### src/rtl/counter_pkg.sv
// Shared constants for the up/down counter family: direction encodings
// and the default width/modulus used when a counter is not parameterised.
package counter_pkg;

    localparam logic DIR_UP   = 1'b1;
    localparam logic DIR_DOWN = 1'b0;

    localparam int unsigned     DEFAULT_WIDTH   = 4;
    localparam longint unsigned DEFAULT_MODULUS = 16;

endpackage

### src/rtl/param_updown_counter.sv
// Modulo-N up/down counter with synchronous load and cascadable terminal count.
// q counts 0..MODULUS-1. tc is combinational, so it can drive the en of the
// next stage and advance that stage on the same edge, with no ripple delay.
// Compile-time option: define COUNTER_SATURATE_EN to hold at the limits
// instead of wrapping. tc still flags the limit while en is high.
module param_updown_counter
    import counter_pkg::*;
#(
    parameter int unsigned     WIDTH   = DEFAULT_WIDTH,
    parameter longint unsigned MODULUS = DEFAULT_MODULUS
) (
    input  logic             clk,
    input  logic             reset,
    input  logic             en,
    input  logic             up,
    input  logic             load,
    input  logic [WIDTH-1:0] d,
    output logic [WIDTH-1:0] q,
    output logic             tc
);

    // Arithmetic is one bit wider than q. This lets MODULUS == 2**WIDTH be
    // represented, and lets a load value be compared against it directly.
    localparam logic [WIDTH:0] MOD_EXT = (WIDTH+1)'(MODULUS);
    localparam logic [WIDTH:0] LAST    = (WIDTH+1)'(MODULUS - 1);
    localparam logic [WIDTH:0] ZERO    = '0;
    localparam logic [WIDTH:0] ONE     = (WIDTH+1)'(1);

`ifdef COUNTER_SATURATE_EN
    localparam logic [WIDTH:0] AFTER_LAST = LAST;
    localparam logic [WIDTH:0] AFTER_ZERO = ZERO;
`else
    localparam logic [WIDTH:0] AFTER_LAST = ZERO;
    localparam logic [WIDTH:0] AFTER_ZERO = LAST;
`endif

    // Out-of-range load values clamp to the top of the count range.
    function automatic logic [WIDTH-1:0] clamp_load(input logic [WIDTH-1:0] val);
        logic [WIDTH:0] ext;
        logic [WIDTH:0] res;
        ext = {1'b0, val};
        res = (ext < MOD_EXT) ? ext : LAST;
        return res[WIDTH-1:0];
    endfunction

    // One count step in the requested direction. Past a limit, the counter
    // wraps or saturates, depending on the build.
    function automatic logic [WIDTH-1:0] count_step(input logic [WIDTH-1:0] cur,
                                                    input logic             dir);
        logic [WIDTH:0] ext;
        logic [WIDTH:0] res;
        ext = {1'b0, cur};
        if (dir == DIR_UP) begin
            res = (ext == LAST) ? AFTER_LAST : ext + ONE;
        end else begin
            res = (ext == ZERO) ? AFTER_ZERO : ext - ONE;
        end
        return res[WIDTH-1:0];
    endfunction

    logic [WIDTH-1:0] load_val;
    logic [WIDTH-1:0] step_val;
    logic [WIDTH:0]   q_ext;
    logic             at_limit;

    assign load_val = clamp_load(d);
    assign step_val = count_step(q, up);
    assign q_ext    = {1'b0, q};

    // Limit for the current direction: top when counting up, zero when counting down.
    assign at_limit = (up == DIR_DOWN) ? (q_ext == ZERO) : (q_ext == LAST);

    // tc is masked by reset and load, because neither of those edges performs a count step.
    assign tc = ~reset & en & ~load & at_limit;

    // Count register: reset has priority over load, load over enable; otherwise q holds.
    always_ff @(posedge clk) begin
        if (reset) begin
            q <= '0;
        end else if (load) begin
            q <= load_val;
        end else if (en) begin
            q <= step_val;
        end
    end

endmodule

### config.mk
export PLATFORM = sky130hd
export DESIGN_NAME = param_updown_counter
export DESIGN_NICKNAME = d
export VERILOG_FILES = /design/src/rtl/counter_pkg.sv /design/src/rtl/param_updown_counter.sv
export SDC_FILE = /design/constraint.sdc
export NUM_CORES = 1
export LEC_CHECK = 0
export BUFFER_PORTS_ARGS = -buffer_cell sky130_fd_sc_hd__buf_2
export CAP_MARGIN = 5
export CORE_AREA = 2 2 39 41
export CTS_CLUSTER_DIAMETER = 120
export DETAILED_ROUTE_END_ITERATION = 10
export DIE_AREA = 0 0 41 43
export SLEW_MARGIN = 20
export SYNTH_ARGS = -nofsm -noshare
export SYNTH_HDL_FRONTEND = slang
export SYNTH_SLANG_ARGS = --single-unit
export TNS_END_PERCENT = 30
### constraint.sdc
create_clock -name clk -period 3.15 [get_ports clk]
set_clock_uncertainty 0.15 [all_clocks]
set_input_delay 0.945 -clock clk [delete_from_list [all_inputs] [get_ports clk]]
set_output_delay 0.945 -clock clk [all_outputs]
set_load 0.03 [all_outputs]
==> results.sh <==
export IMPL_start_util_pct=23.7
export IMPL_setup_viol=0
export IMPL_ys_warn_count=0
export IMPL_fmaxAchievable_mhz=330
export IMPL_worstMarginPinSlew_ns=0.286
export IMPL_post_route_min_period_ns=3.03
export IMPL_cts_tree="yes"
export IMPL_cts_htree_levels=1
export IMPL_yosysTopAreaCellShare_pct=24.4
export IMPL_area_delta_synth_final_pct=31.3
export IMPL_cp_max_fo=6
export IMPL_p_comb_share_pct=28.5
export IMPL_synthCells=44
export IMPL_chipWidth_um=41
export IMPL_seq_power_share_pct=36.0
export IMPL_dp_cells=72
export IMPL_dieArea_um2=1760
export IMPL_hp_class="reg2reg"
export IMPL_seq_area_frac_synth_pct=24.4
export IMPL_p_per_area_nw_per_um2=411
export IMPL_reg_top3="q: 4 flops"
export IMPL_max_cap_viol_count=0
export IMPL_cts_root_buf="clkbuf_4"
export IMPL_worstPathArrival_ns=1.94
export IMPL_hold_viol=0
export IMPL_grt_start_max_net_pins=11
export IMPL_drc_errors=0
export IMPL_status="completed"
export IMPL_drt_iter0_drc=3
export IMPL_num_vias=356
export IMPL_drive_above_1_share_pct=32.2
export IMPL_drv_slew=0
export IMPL_fin_util_pct=31.1
export IMPL_port_buffers=13
export IMPL_clockBufferDepth=2
export IMPL_io_pins=14
export IMPL_gr_total_overflow=0
export IMPL_finalInstanceArea_um2=430
export IMPL_relSlewSlack_pct=80.9
export IMPL_rows=14
export IMPL_cts_buffers=3
export IMPL_power_switching_w=0.0000571
export IMPL_cts_setup_buffers=0
export IMPL_rsz0062_at_grt="false"
export IMPL_dpl_cell_area_um2=408
export IMPL_criticalPathCategory="in2out"
export IMPL_grt_pass1_vias=305
export IMPL_clk_latency_ns=0.23
export IMPL_yosysTopAreaCell="dfxtp_1"
export IMPL_num_antenna_cells=0
export IMPL_track_usage_pct=10.1
export IMPL_p_leak_nw=0.218
export IMPL_die_h_um=43
export IMPL_fin_cells=75
export IMPL_viasPerCell=4.75
export IMPL_fin_crit_sh_pct=96.3
export IMPL_ant_nets=0
export IMPL_clkPwrFrac_pct=35.5
export IMPL_crit_path_end_kind="primary output"
export IMPL_drtPass1Iterations=3
export IMPL_cts_sinks=4
export IMPL_start_kind="primary input"
export IMPL_largest_register_ffs=4
export IMPL_gp_congestion=0.749
export IMPL_synth_area_top_cells="dfxtp_1 24%, a21oi_1 7.6%, ha_1 7.6%"
export IMPL_peakVddDrop_v=0.000193
export IMPL_fin_setup_tns_ns=0
export IMPL_fin_nets=72
export IMPL_cts_clk_slew_worst_paths_ns=0.04
export IMPL_synthesis_area_um2=328
export IMPL_intPower_w=0.000120
export IMPL_sw_frac_of_total_pct=32.3
export IMPL_routed_wire_length_per_instance_um=9.91
export IMPL_grt_pass1_wl_mm=1.20
export IMPL_antenna_found_initial=0
export IMPL_postSynthAreaPerCell_um2=7.45
export IMPL_regMostFlops="q"
export IMPL_hold_ws_ns=0.551
export IMPL_required_ns=2.05
export IMPL_core_um2=1380
export IMPL_ys_types=22
export IMPL_wl_um=743
export IMPL_ys_ff_latch=4
export IMPL_cts_resized_gates=0
export IMPL_synth_fp_nets=55
export IMPL_dp_hpwl_um=581
export IMPL_cts_hold_buffers=0
==> power by group through the flow <==
stage	clock (W)	combinational, W	sequential, W
5_1_grt	0.0000685	0.0000563	0.0000650
4_1_cts	0.0000653	0.0000509	0.0000639
3_5_place_dp	0	0.0000506	0.0000647
6_report	0.0000628	0.0000504	0.0000638
3_3_place_gp	0	0.0000503	0.0000650
2_1_floorplan	0	0.0000275	0.0000701
==> worst max-delay path: stages <==
cell	delay, ns
buf_2	0.13
or3b_1	0.37
o21ai_0	0.15
and3_1	0.16
buf_2	0.19
==> synth_stat cells, drive strengths merged <==
cell    number
nand2        6
inv          4
mux2i        1
dfxtp        4
a21o         1
a31oi        2
nor3         1
o221ai       1
ha           2
a41oi        1
and3         2
o21ai        3
a21oi        5
nor2         3
xor2         2
o21ba        1
o31ai        1
mux2         1
or3b         1
a211oi       1
clkbuf       1
==> layer usage <==
metal | track usage (%) | vias up | wire length [um]
met5 | 0 | - | 0
met4 | 8.00 | 0 | 19
met3 | 1.57 | 2 | 43
met2 | 14.1 | 14 | 320
met1 | 13.2 | 146 | 360
li1 | - | 194 | -
==> logic make-up (layout without fill, tap and decap cells) <==
logic type	Yosys count	count (layout)	synth area share [%]
xor gates and xnor gates	2	2	5.34
DFF	4	4	24.4
buffers and inverters	5	20	6.10
muxes	2	2	6.49
adders and majority gates	2	2	7.63
and+or+nand+nor	13	13	18.7
AOI/OAI and AO/OA	16	16	31.3
==> layout by cell type, fill, tap and decap left out <==
cell	synthesis	layout
a211oi_1	1	1
a21o_1	1	1
a21oi_1	5	5
a31oi_1	2	2
a41oi_1	1	1
and3_1	1	1
and3_2	1	1
buf_2	0	13
clkbuf_4	0	3
dfxtp_1	4	4
ha_1	2	2
inv_1	4	4
mux2_2	1	1
mux2i_1	1	1
nand2_1	6	6
nor2_1	3	3
nor3_1	1	1
o21ai_0	3	3
o21ba_2	1	1
o221ai_1	1	1
o31ai_1	1	1
or3b_1	1	1
xor2_1	2	2
==> final timing paths <==
check | start | end | slack (ns) | cells past startpoint
hold / removal | q[2]$_SDFFE_PP0P_ | q[2]$_SDFFE_PP0P_ | 0.55 | 2
hold reg to reg | q[2]$_SDFFE_PP0P_ | q[2]$_SDFFE_PP0P_ | 0.55 | 2
setup / recovery | up | tc | 0.12 | 5
setup reg to reg | q[0]$_SDFFE_PP0P_ | q[0]$_SDFFE_PP0P_ | 1.46 | 6
==> final cells by class <==
class / count / area [um2]
Inverter: 4 / 15.0
Timing Repair Buffer: 13 / 65.1
Fill cell: 150 / 953
Sequential cell: 4 / 80.1
Tap cell: 16 / 20.0
Multi-Input combinational cell: 35 / 228
Clock buffer: 3 / 22.5
==> metrics by stage <==
stage               worst slack (ns)  total power (W)
floorplan                      0.298        0.0000976
global placement               0.129         0.000115
detailed placement             0.108         0.000115
CTS                            0.108         0.000180
global route                  0.0486         0.000190
finish                         0.118         0.000177
(Power assumes the default switching activity.)
